--- config.mk ---
export PLATFORM = sky130hd
export DESIGN_NAME = emif_dir_ctrl
export DESIGN_NICKNAME = d
export VERILOG_FILES = /design/src/rtl/emif_dir_ctrl.sv
export SDC_FILE = /design/constraint.sdc
export NUM_CORES = 1
export LEC_CHECK = 0
export ABC_AREA = 1
export BUFFER_PORTS_ARGS = -buffer_cell sky130_fd_sc_hd__buf_4
export CAP_MARGIN = 10
export CORE_MARGIN = 4
export CORE_UTILIZATION = 45
export DETAILED_ROUTE_END_ITERATION = 10
export HOLD_SLACK_MARGIN = 0.1
export PLACE_DENSITY = 0.7
export SYNTH_ARGS = -nofsm -noshare
export SYNTH_HDL_FRONTEND = slang
export SYNTH_SLANG_ARGS = --single-unit
--- constraint.sdc ---
create_clock -name clk -period 3.3 [get_ports clk]
set_clock_uncertainty 0.15 [all_clocks]
set_input_delay 0.165 -clock clk [delete_from_list [all_inputs] [get_ports clk]]
set_output_delay 0.165 -clock clk [all_outputs]
set_load 0.03 [all_outputs]
--- src/rtl/emif_dir_ctrl.sv ---
// emif_dir_ctrl -- EMIF data-bus direction controller.
//
// Watches CH_NUM active-low access strobes from the MCU, opens a hold window
// per access and drives the FPGA output enable while the MCU reads. After each
// window the bus is forcibly released for TURN_CYC cycles. An access arriving
// during the turnaround is held as pending and served right after it.
// Conflicting accesses raise a one-cycle overlap_err pulse.
//
// Ports:
//   clk          system clock
//   rst_n        asynchronous active-low reset
//   ce_n         per-channel access strobes, active low, asynchronous
//   ch_en        channel enable mask
//   we_logic     high = MCU read (FPGA drives), asynchronous
//   setout       FPGA drives emif_data
//   data_oe      per-pin registered replica of setout
//   ch_sel       one-hot owner of the current window, 0 when idle
//   busy         controller not idle
//   overlap_err  one-cycle pulse on a conflicting access
//   stat_clr     (EMIF_DIR_STAT_EN only) clear rd_cnt
//   rd_cnt       (EMIF_DIR_STAT_EN only) saturating count of setout rises
//
// Optional feature macro: EMIF_DIR_STAT_EN (read-access statistics counter).

module emif_dir_ctrl #(
   parameter int unsigned CH_NUM      = 2,
   parameter int unsigned SYNC_STAGES = 2,
   parameter int unsigned HOLD_CYC    = 23,
   parameter int unsigned TURN_CYC    = 2,
   parameter int unsigned DW          = 16
) (
   input  logic              clk,
   input  logic              rst_n,
   input  logic [CH_NUM-1:0] ce_n,
   input  logic [CH_NUM-1:0] ch_en,
   input  logic              we_logic,
`ifdef EMIF_DIR_STAT_EN
   input  logic              stat_clr,
   output logic [15:0]       rd_cnt,
`endif
   output logic              setout,
   output logic [DW-1:0]     data_oe,
   output logic [CH_NUM-1:0] ch_sel,
   output logic              busy,
   output logic              overlap_err
);

   typedef enum logic [1:0] {StIdle, StActive, StTurn} state_e;

   // Synchronisers: ce_n idles high, we_logic idles low, so reset creates no edge.
   logic [SYNC_STAGES-1:0][CH_NUM-1:0] ce_sync_q;
   logic [CH_NUM-1:0]                  ce_dly_q;
   logic [SYNC_STAGES-1:0]             we_sync_q;
   logic [CH_NUM-1:0]                  ce_last;
   logic                               we_sync;

   always_ff @(posedge clk or negedge rst_n) begin
      if (!rst_n) begin
         ce_sync_q <= '1;
         ce_dly_q  <= '1;
         we_sync_q <= '0;
      end else begin
         ce_sync_q <= {ce_sync_q[SYNC_STAGES-2:0], ce_n};
         ce_dly_q  <= ce_sync_q[SYNC_STAGES-1];
         we_sync_q <= {we_sync_q[SYNC_STAGES-2:0], we_logic};
      end
   end

   assign ce_last = ce_sync_q[SYNC_STAGES-1];
   assign we_sync = we_sync_q[SYNC_STAGES-1];

   // Enabled falling edges and the lowest-index winner among them.
   logic [CH_NUM-1:0] fall;
   logic [CH_NUM-1:0] win;

   assign fall = ~ce_last & ce_dly_q & ch_en;

   always_comb begin
      win = '0;
      for (int i = 0; i < CH_NUM; i++) begin
         if (fall[i] && (win == '0)) win[i] = 1'b1;
      end
   end

   // FSM state and datapath registers.
   state_e            state_q, state_d;
   logic [CH_NUM-1:0] owner_q, owner_d;
   logic [CH_NUM-1:0] pend_q, pend_d;
   logic [7:0]        cnt_q, cnt_d;
   logic [3:0]        tcnt_q, tcnt_d;
   logic              setout_d;
   logic              ovl_d;

   always_ff @(posedge clk or negedge rst_n) begin
      if (!rst_n) begin
         state_q     <= StIdle;
         owner_q     <= '0;
         pend_q      <= '0;
         cnt_q       <= '0;
         tcnt_q      <= '0;
         setout      <= 1'b0;
         data_oe     <= '0;
         overlap_err <= 1'b0;
      end else begin
         state_q     <= state_d;
         owner_q     <= owner_d;
         pend_q      <= pend_d;
         cnt_q       <= cnt_d;
         tcnt_q      <= tcnt_d;
         setout      <= setout_d;
         data_oe     <= {DW{setout_d}};
         overlap_err <= ovl_d;
      end
   end

   always_comb begin
      state_d = state_q;
      owner_d = owner_q;
      pend_d  = pend_q;
      cnt_d   = cnt_q;
      tcnt_d  = tcnt_q;
      unique case (state_q)
         StIdle: begin
            if (|fall) begin
               state_d = StActive;
               owner_d = win;
               cnt_d   = 8'd1;
            end
         end
         StActive: begin
            // Retrigger takes priority over window expiry.
            if (|(fall & owner_q)) begin
               cnt_d = 8'd1;
            end else if (cnt_q == 8'(HOLD_CYC)) begin
               state_d = StTurn;
               tcnt_d  = 4'd1;
            end else begin
               cnt_d = cnt_q + 8'd1;
            end
         end
         StTurn: begin
            if ((pend_q == '0) && (|fall)) pend_d = win;
            // An edge captured on the final turnaround cycle is served directly.
            if (tcnt_q == 4'(TURN_CYC)) begin
               if (|pend_d) begin
                  state_d = StActive;
                  owner_d = pend_d;
                  cnt_d   = 8'd1;
                  pend_d  = '0;
               end else begin
                  state_d = StIdle;
                  owner_d = '0;
               end
            end else begin
               tcnt_d = tcnt_q + 4'd1;
            end
         end
         default: state_d = StIdle;
      endcase
   end

   always_comb begin
      setout_d = (state_q == StActive) & we_sync;
      ovl_d    = 1'b0;
      unique case (state_q)
         StActive: ovl_d = |(fall & ~owner_q);
         StTurn:   ovl_d = (pend_q != '0) && (|fall);
         default:  ovl_d = 1'b0;
      endcase
   end

   assign ch_sel = (state_q == StIdle) ? '0 : owner_q;
   assign busy   = (state_q != StIdle);

`ifdef EMIF_DIR_STAT_EN
   logic [15:0] rd_cnt_q;

   always_ff @(posedge clk or negedge rst_n) begin
      if (!rst_n) begin
         rd_cnt_q <= '0;
      end else if (stat_clr) begin
         rd_cnt_q <= '0;
      end else if (setout_d && !setout && (rd_cnt_q != 16'hFFFF)) begin
         rd_cnt_q <= rd_cnt_q + 16'd1;
      end
   end

   assign rd_cnt = rd_cnt_q;
`endif

endmodule

==> summary.md <==
| Metric | Value |
|---|---|
| Crit path DAT | `1.97 ns` |
| Port buffer count | `27` |
| Ys async rst share | `100%` |
| Type of origin of the critical path | `register` |
| Worst Setup Path Type | `register to register` |
| Resize count post-CTS | `0` |
| CTS Hold Bufs | `4` |
| Grt ovf | `0` |
| Outcome | `finished, final reports clean` |
| Routed vias/inst | `4.77` |
| VDD IR max | `0.350 mV` |
| Final hold viol count | `0` |
| Leak | `0.000975 uW` |
| Worst R2R Path Depth | `8` |
| Power Dens Cells | `800 mW/mm2` |
| Num ports | `28` |
| Initial antenna violation count | `0` |
| Starting DRT DRC Count | `50` |
| CTS Buf Count | `3` |
| Vias in the first global route | `1167` |
| Clock Sink Count | `28` |
| Seq/Total Area, Yosys | `42.4%` |
| Clock-pin transition on the worst setup and hold timing paths | `0.09 ns` |
| # rows | `21` |
| Critical Path Source | `state_q[0]` |
| Synth Area per Inst | `7.99 um2` |
| Final nets | `242` |
| Wire per inst | `11.2 um` |
| CTS root buffer | `clkbuf_8` |
| Number of synthesized flops with an enable pin | `0` |
| Syn_nets | `223` |
| Number of max-cap violations | `0` |
| DR pass1 iterations | `4` |
| Maximum number of pins on one net before global-route repair | `29` |
| Worst-path fanout max | `13` |
| Share of layout cells above drive strength 1 | `21.6%` |
| FMAX | `0.512 GHz` |
| CTS tree | `yes` |
| RSZ-0062 raised after global routing | `false` |
| Critical Path End Type | `register` |
| Die Wd | `68.9 um` |
| Min cycle time layout | `1.95 ns` |
| Tot GR Track Use | `14.1%` |
| Actual slew at the worst max-slew pin | `0.497 ns` |
| Routed wire length | `3.05 mm` |
| Drc violations | `0` |
| Worst setup margin | `1.35 ns` |
| Final ANT Viol Nets | `0` |
| Pre-CTS WS | `1.37 ns` |
| Area Overhead vs Synth | `14.6%` |
| ANT cells | `0` |
| CTS H-Tree Depth | `1` |
| Most frequent cells in the layout | `nand2_1 (56), buf_4 (27), inv_1 (22), dfrtp_1 (22), nor2_1 (21)` |
| Final Core Density | `55.2%` |
| Commonest non-fill, non-tap cell in the layout | `nand2_1` |
| Gpl congestion | `0.831` |
| Die Ht | `68.9 um` |
| Layout fillers | `334` |
| Worst setup endpoint | `cnt_q[4]` |
| Via Count | `1303` |
| R2R Path Start | `state_q[0]` |
| Slew margin rel. | `66.9%` |
| Dpl hpwl | `2.30 mm` |
| Initial core utilization | `48.1%` |
| Required time of the critical path | `3.32 ns` |
| Setup Fix Bufs, Post-CTS | `0` |
| Post-synth top flop | `dfrtp_1` |
| Slew Viols, Final | `0` |
| Hold WC Path Type | `input pin to asynchronous set/reset pin` |
| Synth Instances | `209` |
| Crit share post-route | `59.1%` |
| Post-Syn Area | `0.00167 mm2` |
| Max clock buf depth | `2` |
| Die Footprint | `0.00475 mm2` |
| Warnings from Yosys | `0` |
| First-pass GRT wire length | `5.06 mm` |
| CORE AREA | `0.00347 mm2` |
| Distinct cells, synth | `29` |
| Synth Register Bits | `28` |
| Worst-skew pair later-pin latency | `0.27 ns` |
| R2R Path End | `cnt_q[4]` |
| Endpoints failing setup | `0` |
| Setup TNS | `0 ns` |
| FF-to-FF setup slack | `1.35 ns` |
==> synth_stat cells (2+ instances only) <==
cell | count | area [um2]
inv_1 | 22 | 82.6
nand2_1 | 56 | 210
dfrtp_1 | 22 | 551
nor2_1 | 21 | 78.8
dfstp_2 | 6 | 158
nand3_1 | 18 | 90.1
nand2_4 | 2 | 22.5
o21ai_1 | 5 | 25.0
inv_2 | 2 | 7.51
xor2_1 | 3 | 26.3
nor3_1 | 2 | 10.0
ha_1 | 7 | 87.6
buf_4 | 17 | 128
o21ai_2 | 2 | 17.5
nand3_2 | 2 | 20.0
nand4_1 | 2 | 12.5
o21ai_0 | 6 | 30.0
a21oi_1 | 3 | 15.0
==> state kept, by name, summed over array words and instances, names as in the netlist <==
name,cells
tcnt_q,4
ce_last,2
overlap_err,1
state_q,2
pend_q,2
ce_dly_q,2
data_oe,1
ce_sync_q,2
we_sync_q,2
cnt_q,8
owner_q,2
==> power by group <==
group	internal, uW	total (uW)	switching [uW]
clock	162	266	103
combinational	262	780	518
sequential	413	485	72.1
==> final cells by class <==
| type | instances | area [um2] | area share (%) |
|---|---|---|---|
| Clock buffer | 3 | 41.3 | 2.16 |
| Multi-Input combinational cell | 140 | 743 | 38.8 |
| Timing Repair Buffer | 31 | 243 | 12.7 |
| Tap cell | 46 | 57.6 | 3.01 |
| Inverter | 24 | 90.1 | 4.71 |
| Clock inverter | 1 | 30.0 | 1.57 |
| Sequential cell | 28 | 708 | 37.0 |
==> worst min path at each step <==
stage	slack (ns)	to
floorplan	-0.28	cnt_q[0]
global placement	-0.05	tcnt_q[3]
detailed placement	-0.05	tcnt_q[3]
global route	0.21	tcnt_q[3]
finish	0.19	tcnt_q[3]
CTS	0.18	tcnt_q[3]
==> stage by stage <==
stage	hold WS [ns]	instances	instance area, um2	power [uW]
6_report	0.190	273	1910	1530
5_1_grt	0.207	273	1910	1670
4_1_cts	0.184	273	1910	1550
3_5_place_dp	-0.0502	265	1800	1270
3_3_place_gp	-0.0539	265	1800	1260
2_1_floorplan	-0.281	209	1670	1120
==> kinds of logic (layout without fill, tap and decap cells) <==
family                   count (synthesis)  after routing  synth area share [%]
AND/OR/NAND/NOR                        108            108                  29.2
adder cells (fa/ha/maj)                  7              7                  5.25
AO/OA/AOI/OAI                           21             21                  7.95
flip-flops                              28             28                  42.4
XOR/XNOR                                 4              4                  2.10
buffers and inverters                   41             59                  13.0
==> per-layer routing <==
layer	part of all wire, %	up-vias	GRT usage [%]
met2	44	35	23.2
met1	49	584	18.9
li1	-	682	-
met3	6.5	2	1.62
met5	0	-	0
met4	0.95	0	5.84
==> critical path, stage by stage (launching register included) <==
cell and delay (ns):
dfrtp_1 0.41, inv_1 0.08, ha_1 0.37, nand2_2 0.22
nand2_4 0.09, a21oi_4 0.26, nand2_4 0.13, nand2_1 0.08
nand2_1 0.05
Power figures use the tool's default switching activity.
